[config.mk]
export PLATFORM = sky130hd
export DESIGN_NAME = id_ex_stage_flat
export DESIGN_NICKNAME = d
export VERILOG_FILES = /design/src/rtl/rv_pkg.sv /design/src/rtl/id_ex_stage_if.sv /design/src/rtl/instr_decoder.sv /design/src/rtl/id_ex_stage.sv /design/src/flat_wrapper.sv
export SDC_FILE = /design/constraint.sdc
export NUM_CORES = 1
export LEC_CHECK = 0
export CAP_MARGIN = 20
export CORE_ASPECT_RATIO = 1.25
export CORE_MARGIN = 2
export CORE_UTILIZATION = 44
export CTS_BUF_LIST = sky130_fd_sc_hd__clkbuf_4 sky130_fd_sc_hd__clkbuf_8
export CTS_CLUSTER_SIZE = 25
export DETAILED_ROUTE_END_ITERATION = 12
export GPL_TIMING_DRIVEN = 0
export PLACE_DENSITY_LB_ADDON = 0.15
export SKIP_CTS_REPAIR_TIMING = 1
export SLEW_MARGIN = 30
export SYNTH_ARGS = -nofsm -noshare
export SYNTH_HDL_FRONTEND = slang
export SYNTH_SLANG_ARGS = --single-unit
[constraint.sdc]
create_clock -name clk -period 9.9 [get_ports clk]
set_clock_uncertainty 0.1 [all_clocks]
set_input_delay 2.97 -clock clk [delete_from_list [all_inputs] [get_ports clk]]
set_output_delay 2.97 -clock clk [all_outputs]
set_load 0.03 [all_outputs]
[src/rtl/rv_pkg.sv]
// Shared RV32I decode definitions: opcodes, 4-bit ALU op codes, pipeline
// state enum and the decode/payload structs used by the ID/EX stage.
package rv_pkg;

   localparam logic [6:0] OPC_OP     = 7'b0110011;
   localparam logic [6:0] OPC_OP_IMM = 7'b0010011;
   localparam logic [6:0] OPC_LUI    = 7'b0110111;

   // ALU op = {funct7[5], funct3}; SUB and SRA are the only codes with bit 3 set.
   localparam logic [3:0] ALU_ADD  = 4'h0;
   localparam logic [3:0] ALU_SLL  = 4'h1;
   localparam logic [3:0] ALU_SLT  = 4'h2;
   localparam logic [3:0] ALU_SLTU = 4'h3;
   localparam logic [3:0] ALU_XOR  = 4'h4;
   localparam logic [3:0] ALU_SRL  = 4'h5;
   localparam logic [3:0] ALU_OR   = 4'h6;
   localparam logic [3:0] ALU_AND  = 4'h7;
   localparam logic [3:0] ALU_SUB  = 4'h8;
   localparam logic [3:0] ALU_SRA  = 4'hD;

   typedef enum logic {
      ST_EMPTY = 1'b0,
      ST_FULL  = 1'b1
   } stage_state_e;

   typedef struct packed {
      logic [4:0]  rs1;
      logic [4:0]  rs2;
      logic [4:0]  rd;
      logic [31:0] imm;
      logic [3:0]  alu_op;
      logic        use_imm;
      logic        use_rs1;
      logic        use_rs2;
      logic        reg_write;
      logic        illegal;
   } decode_t;

   typedef struct packed {
      logic [31:0] rs1_val;
      logic [31:0] rs2_val;
      logic [31:0] imm;
      logic [4:0]  rd;
      logic [3:0]  alu_op;
      logic        use_imm;
      logic        reg_write;
      logic        illegal;
   } ex_payload_t;

endpackage

[src/rtl/id_ex_stage_if.sv]
// Bus between fetch/regfile/execute and the ID/EX stage. Handshakes are
// valid/ready: a transfer happens in a cycle where both are high, and a
// producer holding valid keeps its payload stable until ready is seen.
interface id_ex_stage_if;
   import rv_pkg::*;

   logic         in_valid;
   logic         in_ready;
   logic [31:0]  instr;
   logic [4:0]   source_reg1;
   logic [4:0]   source_reg2;
   logic [31:0]  reg1_data;
   logic [31:0]  reg2_data;
   logic         flush;
   logic         wb_reg_write;
   logic [4:0]   wb_rd;
   logic [31:0]  wb_data;
   logic         ex_valid;
   logic         ex_ready;
   logic [31:0]  ex_rs1_val;
   logic [31:0]  ex_rs2_val;
   logic [31:0]  ex_imm;
   logic [4:0]   ex_rd;
   logic [3:0]   ex_alu_op;
   logic         ex_use_imm;
   logic         ex_reg_write;
   logic         ex_illegal;
   stage_state_e dbg_state;

   modport master (
      output in_valid, instr, reg1_data, reg2_data, flush,
             wb_reg_write, wb_rd, wb_data, ex_ready,
      input  in_ready, source_reg1, source_reg2, ex_valid,
             ex_rs1_val, ex_rs2_val, ex_imm, ex_rd, ex_alu_op,
             ex_use_imm, ex_reg_write, ex_illegal, dbg_state
   );

   modport slave (
      input  in_valid, instr, reg1_data, reg2_data, flush,
             wb_reg_write, wb_rd, wb_data, ex_ready,
      output in_ready, source_reg1, source_reg2, ex_valid,
             ex_rs1_val, ex_rs2_val, ex_imm, ex_rd, ex_alu_op,
             ex_use_imm, ex_reg_write, ex_illegal, dbg_state
   );

endinterface

[src/rtl/instr_decoder.sv]
// Purely combinational RV32I field and immediate decode for the subset
// handled by the ID/EX stage (R-type ALU, I-type ALU, LUI).
module instr_decoder
   import rv_pkg::*;
(
   input  logic [31:0] instr_i,
   output decode_t     dec_o
);

   logic [6:0] opcode;
   logic [2:0] funct3;

   assign opcode = instr_i[6:0];
   assign funct3 = instr_i[14:12];

   always_comb begin
      dec_o     = '0;
      dec_o.rs1 = instr_i[19:15];
      dec_o.rs2 = instr_i[24:20];
      dec_o.rd  = instr_i[11:7];
      case (opcode)
         OPC_OP: begin
            dec_o.alu_op  = {instr_i[30], funct3};
            dec_o.use_rs1 = 1'b1;
            dec_o.use_rs2 = 1'b1;
         end
         OPC_OP_IMM: begin
            dec_o.imm     = {{20{instr_i[31]}}, instr_i[31:20]};
            // Only the shift-right pair uses funct7[5]; other immediates own that bit.
            dec_o.alu_op  = {(funct3 == 3'b101) ? instr_i[30] : 1'b0, funct3};
            dec_o.use_imm = 1'b1;
            dec_o.use_rs1 = 1'b1;
         end
         OPC_LUI: begin
            dec_o.imm     = {instr_i[31:12], 12'b0};
            dec_o.alu_op  = ALU_ADD;
            dec_o.use_imm = 1'b1;
         end
         default: begin
            dec_o.illegal = 1'b1;
         end
      endcase
      dec_o.reg_write = !dec_o.illegal && (dec_o.rd != 5'd0);
   end

endmodule

[src/rtl/id_ex_stage.sv]
// ID/EX pipeline register: decodes one RV32I instruction and holds the
// execute payload. Optional writeback bypass enabled by ID_WB_BYPASS_EN.
module id_ex_stage
   import rv_pkg::*;
(
   input  logic          clk,
   input  logic          reset,
   id_ex_stage_if.slave  bus
);

   decode_t      dec;
   stage_state_e state_q, state_d;
   ex_payload_t  payload_q, payload_d;
   logic         ex_valid;
   logic         in_ready;
   logic         capture;
   logic [31:0]  src1_val;
   logic [31:0]  src2_val;

   instr_decoder u_decoder (
      .instr_i (bus.instr),
      .dec_o   (dec)
   );

`ifdef ID_WB_BYPASS_EN
   // A same-cycle writeback beats the stale register-file read.
   always_comb begin
      src1_val = bus.reg1_data;
      src2_val = bus.reg2_data;
      if (bus.wb_reg_write && (bus.wb_rd != 5'd0) && (bus.wb_rd == dec.rs1))
         src1_val = bus.wb_data;
      if (bus.wb_reg_write && (bus.wb_rd != 5'd0) && (bus.wb_rd == dec.rs2))
         src2_val = bus.wb_data;
   end
`else
   logic unused_wb;
   assign unused_wb = ^{bus.wb_reg_write, bus.wb_rd, bus.wb_data};
   assign src1_val  = bus.reg1_data;
   assign src2_val  = bus.reg2_data;
`endif

   assign ex_valid = (state_q == ST_FULL);
   assign in_ready = !ex_valid || bus.ex_ready;
   assign capture  = bus.in_valid && in_ready && !bus.flush;

   always_comb begin
      payload_d           = '0;
      payload_d.rs1_val   = dec.use_rs1 ? src1_val : 32'd0;
      payload_d.rs2_val   = dec.use_rs2 ? src2_val : 32'd0;
      payload_d.imm       = dec.imm;
      payload_d.rd        = dec.rd;
      payload_d.alu_op    = dec.alu_op;
      payload_d.use_imm   = dec.use_imm;
      payload_d.reg_write = dec.reg_write;
      payload_d.illegal   = dec.illegal;
   end

   // Flush wins over capture; a drain with a same-cycle capture stays FULL.
   always_comb begin
      state_d = state_q;
      if (bus.flush)
         state_d = ST_EMPTY;
      else if (capture)
         state_d = ST_FULL;
      else if (bus.ex_ready)
         state_d = ST_EMPTY;
   end

   always_ff @(posedge clk or posedge reset) begin
      if (reset) begin
         state_q   <= ST_EMPTY;
         payload_q <= '0;
      end else begin
         state_q <= state_d;
         if (capture)
            payload_q <= payload_d;
      end
   end

   assign bus.in_ready     = in_ready;
   assign bus.source_reg1  = dec.rs1;
   assign bus.source_reg2  = dec.rs2;
   assign bus.ex_valid     = ex_valid;
   assign bus.ex_rs1_val   = payload_q.rs1_val;
   assign bus.ex_rs2_val   = payload_q.rs2_val;
   assign bus.ex_imm       = payload_q.imm;
   assign bus.ex_rd        = payload_q.rd;
   assign bus.ex_alu_op    = payload_q.alu_op;
   assign bus.ex_use_imm   = payload_q.use_imm;
   assign bus.ex_reg_write = payload_q.reg_write;
   assign bus.ex_illegal   = payload_q.illegal;
   assign bus.dbg_state    = state_q;

endmodule

[src/flat_wrapper.sv]
// flat-port wrapper written by rule: the top's interface ports become plain ports
module id_ex_stage_flat import rv_pkg::*;
  (clk, reset, bus_in_valid, bus_instr, bus_reg1_data, bus_reg2_data, bus_flush, bus_wb_reg_write, bus_wb_rd, bus_wb_data, bus_ex_ready, bus_in_ready, bus_source_reg1, bus_source_reg2, bus_ex_valid, bus_ex_rs1_val, bus_ex_rs2_val, bus_ex_imm, bus_ex_rd, bus_ex_alu_op, bus_ex_use_imm, bus_ex_reg_write, bus_ex_illegal, bus_dbg_state);
  id_ex_stage_if bus_i ();
  input  logic clk;
  input  logic reset;
  input wire logic [$bits(bus_i.in_valid)-1:0] bus_in_valid;
  input wire logic [$bits(bus_i.instr)-1:0] bus_instr;
  input wire logic [$bits(bus_i.reg1_data)-1:0] bus_reg1_data;
  input wire logic [$bits(bus_i.reg2_data)-1:0] bus_reg2_data;
  input wire logic [$bits(bus_i.flush)-1:0] bus_flush;
  input wire logic [$bits(bus_i.wb_reg_write)-1:0] bus_wb_reg_write;
  input wire logic [$bits(bus_i.wb_rd)-1:0] bus_wb_rd;
  input wire logic [$bits(bus_i.wb_data)-1:0] bus_wb_data;
  input wire logic [$bits(bus_i.ex_ready)-1:0] bus_ex_ready;
  output wire logic [$bits(bus_i.in_ready)-1:0] bus_in_ready;
  output wire logic [$bits(bus_i.source_reg1)-1:0] bus_source_reg1;
  output wire logic [$bits(bus_i.source_reg2)-1:0] bus_source_reg2;
  output wire logic [$bits(bus_i.ex_valid)-1:0] bus_ex_valid;
  output wire logic [$bits(bus_i.ex_rs1_val)-1:0] bus_ex_rs1_val;
  output wire logic [$bits(bus_i.ex_rs2_val)-1:0] bus_ex_rs2_val;
  output wire logic [$bits(bus_i.ex_imm)-1:0] bus_ex_imm;
  output wire logic [$bits(bus_i.ex_rd)-1:0] bus_ex_rd;
  output wire logic [$bits(bus_i.ex_alu_op)-1:0] bus_ex_alu_op;
  output wire logic [$bits(bus_i.ex_use_imm)-1:0] bus_ex_use_imm;
  output wire logic [$bits(bus_i.ex_reg_write)-1:0] bus_ex_reg_write;
  output wire logic [$bits(bus_i.ex_illegal)-1:0] bus_ex_illegal;
  output wire logic [$bits(bus_i.dbg_state)-1:0] bus_dbg_state;
  assign bus_i.in_valid = bus_in_valid;
  assign bus_i.instr = bus_instr;
  assign bus_i.reg1_data = bus_reg1_data;
  assign bus_i.reg2_data = bus_reg2_data;
  assign bus_i.flush = bus_flush;
  assign bus_i.wb_reg_write = bus_wb_reg_write;
  assign bus_i.wb_rd = bus_wb_rd;
  assign bus_i.wb_data = bus_wb_data;
  assign bus_i.ex_ready = bus_ex_ready;
  assign bus_in_ready = bus_i.in_ready;
  assign bus_source_reg1 = bus_i.source_reg1;
  assign bus_source_reg2 = bus_i.source_reg2;
  assign bus_ex_valid = bus_i.ex_valid;
  assign bus_ex_rs1_val = bus_i.ex_rs1_val;
  assign bus_ex_rs2_val = bus_i.ex_rs2_val;
  assign bus_ex_imm = bus_i.ex_imm;
  assign bus_ex_rd = bus_i.ex_rd;
  assign bus_ex_alu_op = bus_i.ex_alu_op;
  assign bus_ex_use_imm = bus_i.ex_use_imm;
  assign bus_ex_reg_write = bus_i.ex_reg_write;
  assign bus_ex_illegal = bus_i.ex_illegal;
  assign bus_dbg_state = bus_i.dbg_state;
  id_ex_stage u_core (.clk(clk), .reset(reset), .bus(bus_i));
endmodule
==> Word level (Yosys, flattened, before mapping) <==
Cells that the tools add are included.
{ "classes": {"n_eq_ne": 4, "mux": 12, "reduce_logical": 11} }
{ "ops": {"columns": ["operator", "count"], "rows": [
  ["32-bit 2-to-1 mux", 2],
  ["32-bit case mux with 2 select lines", 1],
  ["7-bit by 6-bit == test with 1-bit output (second input constant)", 2],
  ["1-bit 2-to-1 mux", 8],
  ["4-bit case mux with 2 select lines", 1],
  ["7-bit by 5-bit == test with 1-bit output (second input constant)", 1],
  ["5-bit nonzero test", 1],
  ["2-bit OR reduction", 2],
  ["3-bit == test (second input constant)", 1],
  ["1-bit logical AND", 3],
  ["3-bit nonzero test", 1],
  ["3-bit OR reduction", 1],
  ["1-bit logical NOT", 2],
  ["1-bit logical OR", 1]
]} }
{ "word_totals": {"reg_bits": 109, "inputBits": 139, "out_inout_bits": 121, "wordCells": 36} }

==> Depth between registers and ports, before layout <==
Gate-level depths: netlist (run 1).
{ "logic_depth": {"word_depth": 6, "mapped_depth": 6} }

==> Cells and area by module <==
From an unflattened synthesis (run 1), not the netlist that was laid out.
{ "hier_totals": {"cells_unflattened": 465, "hier_area_um2": 5076.1} }
{ "by_module_without_submodules": {"columns": ["module", "instances", "cells_each", "area_each_um2", "seq_area_each_um2"], "rows": [
  ["id_ex_stage", 1, 370, 4543.1, 2727.6],
  ["instr_decoder", 1, 95, 533.0, 0.0]
]} }

==> Worst setup path after synthesis (run 1) <==
OpenSTA, ideal clock, no wires.
{ "synth_timing": {"path_kind": "input to output", "startpoint": "in bus_ex_ready", "endpoint": "out bus_in_ready", "arrival_time_ns": 3.418, "required_ns": 6.830, "path_slack_ns": 3.412, "stages": 3, "path_cell_list": "nor2b_4 > inv_2 > buf_2"} }
{ "synth_between": {"elab_chain_len": 1} }
{ "synth_lines": {"columns": ["item", "line_no", "source"], "rows": [
  ["from (decl)", "flat_wrapper.sv:15", "input wire logic [$bits(bus_i.ex_ready)-1:0] bus_ex_ready;"],
  ["1-bit logical OR", "id_ex_stage.sv:43", "assign in_ready = !ex_valid || bus.ex_ready;"],
  ["to (decl)", "flat_wrapper.sv:16", "output wire logic [$bits(bus_i.in_ready)-1:0] bus_in_ready;"]
]} }
Every way passes these cells.

==> Worst setup path after layout (run 1) <==
Same ends and word-level chain as after synthesis.

==> metrics.md, run 1 <==
| Metric | Value |
|---|---|
| Share of layout cells above drive strength 1 | 13.4% |
| DRC Markers | 0 |
| M1 WL | 5870 µm |
| CP dominant cell by count | clkdlybuf4s50_1 |
| Tot Pwr | 866 µW |
| CP Launch Type | input pin |
| WHS | 0.397 ns |
| CP Class | in2out |
| Die Height | 122 µm |
| Largest delay contributor family on the critical path | buffers and inverters |
| Setup TNS | 0 ns |
| Routed wire per std cell | 18.6 µm |
| Sequential-to-total area share from yosys stat | 55.5% |
| Reg clk slew, reported paths | 0.09 ns |
| Antenna violations before repair | 0 |
| Final worst path period share | 78.8% |
| DP Cell Count | 775 |
| Number of clock sinks | 109 |
| Post-synth top flop | dfrtp_1 |
| RSZ-0062 raised after global routing | false |
| VDD IR max | 54.7 µV |
| Fin cells | 791 |
| Worst setup margin | 2.10 ns |
| CTS tree | yes |
| Pwr dens | 115 nW/µm² |
| Setup crit end kind | output port |
| Least-Margin Pin Slew | 0.556 ns |
| WP buf/inv | 4 |
| Global-route wire length before repair | 23,700 µm |
| Largest net degree at the start of global routing | 62 |
| H-tree depth | 3 |
| Critical-path maximum fanout | 10 |
| Final core utilization | 68.5% |
| Top Metal Used | met4 |
| Clk Latency, worst-skew pair | 0.35 ns |
| Post-detail-place hpwl | 11,200 µm |
| Final setup vio count | 0 |
| Synthesized area | 4920 µm² |
| DR WL met3 | 1110 µm |
| Nets | 790 |
| Initial drt markers | 176 |
| Antenna fix cells | 0 |
| Avg Inst Size Synth | 11.8 µm² |
| Minimum clock period after layout | 7.80 ns |
| Antenna Nets Post-Route | 0 |
| Final instance area | 7510 µm² |
| Highest clock rate | 128 MHz |
| Vias in the first global route | 4,523 |
| DIE AREA | 12,000 µm² |
| Dpl ws | 2.09 ns |
| Clock tree buffer depth | 2 |
| Total CTS buffers | 9 |
| Hold Fails Final Rpt | 0 |
| I/O Buffers | 221 |
| Synthesized flop and latch total | 109 |
| Multi-input logic area | 1790 µm² |
| # IOs | 260 |
| Crit-path cells | clkdlybuf4s50_1 -> nor2b_4 -> inv_2 -> buf_2 -> clkdlybuf4s50_1 |
| Root Driver | clkbuf_8 |
| Vias | 4,388 |
| Fillers | 884 |
| Max_cap viols | 0 |
| Final Slew Violations | 0 |
| HP Class | reg2reg |
| Placer Congestion | 0.776 |
| Area growth from synthesis to layout | 52.8% |
| Slowest CP cell | clkdlybuf4s50_1 |
| Via/cell ratio | 5.55 |
| Syn nets | 557 |
| Die X | 98.5 µm |
| Area post-placement | 7330 µm² |
| TritonRoute pass-1 iters | 4 |
| Asr flop ratio synth | 100% |
| Metal2 WL | 7460 µm |
| Gr ovfl total | 0 |
| Total wire length | 14,700 µm |
| Worst slew margin | 62.9% |
| CORE AREA | 11,000 µm² |
| Synth cell types | 30 |
| Status | finished, final reports clean |
| Post-synthesis cell count | 418 |
| Register area | 2730 µm² |
| Starting Density | 44.8% |
| YS warnings | 0 |
| Rows | 43 |
| Critical Path AT | 4.73 ns |
| Post-synth EDFFs | 0 |
| CP peak stage delay | 0.70 ns |
| Gr usage total | 24.7% |
| Leak | 3.05 nW |
| Data required time at the worst endpoint | 6.83 ns |
==> path summary, 6_finish.rpt <==
kind | start | endpoint | slack [ns] | depth (start not counted)
max | bus_ex_ready | bus_in_ready | 2.10 | 5
max reg2reg | u_core.bus.dbg_state$_DFFE_PP0P_ | u_core.bus.ex_rs1_val[17]$_DFFE_PP0P_ | 8.22 | 6
min reg2reg | u_core.bus.ex_rs1_val[28]$_DFFE_PP0P_ | u_core.bus.ex_rs1_val[28]$_DFFE_PP0P_ | 0.40 | 1
max in group asynchronous | reset | u_core.bus.ex_illegal$_DFFE_PP0P_ | 6.08 | 3
min in group asynchronous | reset | u_core.bus.ex_rs1_val[6]$_DFFE_PP0P_ | 2.99 | 2
min | u_core.bus.ex_rs1_val[28]$_DFFE_PP0P_ | u_core.bus.ex_rs1_val[28]$_DFFE_PP0P_ | 0.40 | 1
==> report_power, final <==
part / total [mW] / switching (mW) / internal, mW
sequential: 0.456 / 0.00386 / 0.452
clock: 0.257 / 0.151 / 0.106
combinational: 0.153 / 0.0779 / 0.0748
total: 0.866 / 0.233 / 0.633
==> cells in the mapped netlist (2+ instances only) <==
| cell | instances | area, µm² |
|---|---|---|
| dfrtp_1 | 109 | 2730 |
| nand3_1 | 81 | 405 |
| o2bb2ai_1 | 67 | 587 |
| o21ai_0 | 23 | 115 |
| o31ai_1 | 22 | 165 |
| a21oi_1 | 19 | 95.1 |
| buf_2 | 18 | 90.1 |
| buf_4 | 15 | 113 |
| buf_6 | 13 | 146 |
| o2bb2ai_2 | 12 | 180 |
| clkbuf_1 | 10 | 37.5 |
| mux2_2 | 4 | 45.0 |
| nor2_1 | 4 | 15.0 |
| inv_1 | 3 | 11.3 |
| nand2_4 | 2 | 22.5 |
| nand2b_1 | 2 | 12.5 |
==> cells by family (layout without fill, tap and decap cells) <==
logic type	after synthesis	after routing	synth area share (%)
AO/OA/AOI/OAI	147	147	23.8
flip-flops	109	109	55.5
AND/OR/NAND/NOR	97	97	11.3
buffers and inverters	60	298	8.17
multiplexers	5	5	1.22
==> area by class of cell <==
| cell class | count | area share [%] |
|---|---|---|
| multi-input cells | 249 | 23.8 |
| plain buffers | 56 | 5.15 |
| clock inverters | 5 | 0.433 |
| clock buffers | 11 | 2.01 |
| repair buffers | 222 | 29.8 |
| flip-flops and latches | 109 | 36.3 |
| inverters | 4 | 0.266 |
| well taps | 135 | 2.25 |
==> state kept, by name, summed over array words and instances, names as in the netlist <==
name	cells
u_core.bus.dbg_state	1
u_core.bus.ex_alu_op	4
u_core.bus.ex_illegal	1
u_core.bus.ex_imm	32
u_core.bus.ex_rd	5
u_core.bus.ex_reg_write	1
u_core.bus.ex_rs1_val	32
u_core.bus.ex_rs2_val	32
u_core.bus.ex_use_imm	1
==> layer usage <==
metal  track usage (%)  vias to the layer above
met1              30.9                     2156
met2              41.8                      181
met3              7.23                       18
li1                  -                     2033
met5                 0                        -
met4              7.45                        0
==> placed cells by master (no fill, tap or decap), drive strengths merged <==
master,netlist,routed
nor3b,1,1
nor2,4,4
o31ai,22,22
o2bb2ai,79,79
a31oi,1,1
a21oi,19,19
buf,46,47
o211ai,1,1
nand3,81,81
mux2,5,5
o21ai,24,24
nand3b,1,1
nand2,2,2
clkinv,0,3
and2,1,1
nand4b,1,1
clkdlybuf4s50,0,221
or4,1,1
clkbuf,10,21
dfrtp,109,109
nor2b,2,2
inv,4,6
and4bb,1,1
nand2b,2,2
a2bb2oi,1,1
(Power assumes the default switching activity.)
==> run 2, diff against run 1 <==
--- a/config.mk
+++ b/config.mk
@@ -8,7 +8,7 @@
 export CAP_MARGIN = 20
 export CORE_ASPECT_RATIO = 1.25
 export CORE_MARGIN = 2
-export CORE_UTILIZATION = 44
+export CORE_UTILIZATION = 37
 export CTS_BUF_LIST = sky130_fd_sc_hd__clkbuf_4 sky130_fd_sc_hd__clkbuf_8
 export CTS_CLUSTER_SIZE = 25
 export DETAILED_ROUTE_END_ITERATION = 12
==> constraint.sdc (replaced) <==
create_clock -name clk -period 6.6 [get_ports clk]
set_clock_uncertainty 0.1 [all_clocks]
set_input_delay 1.98 -clock clk [delete_from_list [all_inputs] [get_ports clk]]
set_output_delay 1.98 -clock clk [all_outputs]
set_load 0.03 [all_outputs]
==> metrics.md, run 2 (synthesis gave the netlist of run 1 again) <==
| Metric | Value |
|---|---|
| Clock tree buffer depth | 2 |
| Final setup vio count | 0 |
| Least-Margin Pin Slew | 0.458 ns |
| Starting Density | 37.5% |
| Final Slew Violations | 0 |
| Data required time at the worst endpoint | 4.52 ns |
| FF-to-FF Start | u_core.bus.dbg_state$_DFFE_PP0P_ |
| CP Class | in2out |
| Max_cap viols | 0 |
| Highest clock rate | 171 MHz |
| Antenna violations before repair | 0 |
| Vias | 4,296 |
| Largest net degree at the start of global routing | 80 |
| DIE AREA | 14,200 µm² |
| Reg clk slew, reported paths | 0.10 ns |
| Total CTS buffers | 9 |
| Pwr dens | 175 nW/µm² |
| Antenna Nets Post-Route | 0 |
| Setup TNS | 0 ns |
| DP Cell Count | 811 |
| HP Class | reg2reg |
| Worst slew margin | 69.5% |
| Routed wire per std cell | 17.9 µm |
| Placer Congestion | 0.828 |
| Vias in the first global route | 4,564 |
| I/O Buffers | 221 |
| Via/cell ratio | 5.19 |
| Nets | 790 |
| Minimum clock period after layout | 5.86 ns |
| Status | finished, final reports clean |
| Setup crit end kind | output port |
| Fillers | 1,111 |
| Hold path startpoint | u_core.bus.ex_imm[0]$_DFFE_PP0P_ |
| Most frequent cells in the layout | clkdlybuf4s50_1 (221), dfrtp_1 (109), nand3_1 (81), o2bb2ai_1 (67), o21ai_0 (23) |
| Final worst path period share | 88.8% |
| Critical-path maximum fanout | 10 |
| Critical Path AT | 3.78 ns |
| Rows | 47 |
| Commonest non-fill, non-tap cell in the layout | clkdlybuf4s50_1 |
| Total wire length | 14,800 µm |
| Share of layout cells above drive strength 1 | 13.4% |
| Fin cells | 827 |
| CP Launch Type | input pin |
| Cell depth of the worst flop-to-flop path | 6 |
| Hold Fails Final Rpt | 0 |
| H-tree depth | 3 |
| Global-route wire length before repair | 23,700 µm |
| Root Driver | clkbuf_8 |
| Area growth from synthesis to layout | 54.2% |
| Initial drt markers | 188 |
| Clk Latency, worst-skew pair | 0.37 ns |
| Die Height | 133 µm |
| RSZ-0062 raised after global routing | false |
| CORE AREA | 13,100 µm² |
| Leak | 3.05 nW |
| Final instance area | 7580 µm² |
| Post-detail-place hpwl | 11,200 µm |
| VDD IR max | 98.9 µV |
| CTS tree | yes |
| TritonRoute pass-1 iters | 4 |
| Number of clock sinks | 109 |
| Die X | 107 µm |
| Gr ovfl total | 0 |
| Critical path launch point | bus_ex_ready |
| Area post-placement | 7380 µm² |
| DRC Markers | 0 |
| # IOs | 260 |
| Antenna fix cells | 0 |
| Gr usage total | 21.1% |
| Hold Path Stages | 1 |
==> run 2: cell count changes in the layout (fill, tap and decap cells not counted), sizes merged <==
cell      delta
inv          -2
bufinv       +1
clkinvlp     +1
==> run 2: layer usage <==
| layer | wire length, µm | track usage (%) |
|---|---|---|
| met5 | 0 | 0 |
| met4 | 323 | 7.65 |
| met3 | 963 | 5.32 |
| met2 | 7270 | 35.2 |
| met1 | 6220 | 26.4 |
==> run 2: report_power, final <==
part | internal [mW] | switching [mW] | total (mW) | leakage, nW
clock network | 0.191 | 0.225 | 0.416 | 0.103
registers | 0.678 | 0.00579 | 0.683 | 1.50
logic | 0.112 | 0.118 | 0.230 | 1.44
==> run 2: through the flow <==
step	util [%]	hold WS, ns	total power, mW	setup slack (ns)
CTS	57.8	0.401	1.34	0.733
global placement	56.0	0.371	0.923	-0.0196
detailed placement	56.3	0.373	0.928	0.741
global route	57.8	0.411	1.39	0.660
finish	57.8	0.393	1.33	0.739
floorplan	-	0.554	0.806	1.65
==> run 2: path summary, 6_finish.rpt <==
check	slack, ns	endpoint
setup / recovery	0.74	bus_in_ready
hold / removal	0.39	u_core.bus.ex_imm[0]$_DFFE_PP0P_
setup reg to reg	4.88	u_core.bus.ex_rs1_val[18]$_DFFE_PP0P_
hold reg to reg	0.39	u_core.bus.ex_imm[0]$_DFFE_PP0P_
max in group asynchronous	3.91	u_core.bus.ex_imm[30]$_DFFE_PP0P_
min in group asynchronous	1.84	u_core.bus.ex_rs1_val[13]$_DFFE_PP0P_
==> run 2: final cells by class <==
cell class / count / area (µm²) / area share, %
Clock buffer: 11 / 145 / 1.91
Inverter: 4 / 22.5 / 0.297
Multi-Input combinational cell: 249 / 1790 / 23.6
Buffer: 56 / 387 / 5.10
Sequential cell: 109 / 2730 / 36.0
Tap cell: 171 / 214 / 2.82
Clock inverter: 5 / 60.1 / 0.792
Timing Repair Buffer: 222 / 2240 / 29.5
==> run 2: worst max-delay path, stage by stage <==
cell and delay, ns:
clkdlybuf4s50_1 0.50, nor2b_4 0.07, inv_2 0.23, buf_2 0.28, clkdlybuf4s50_1 0.71
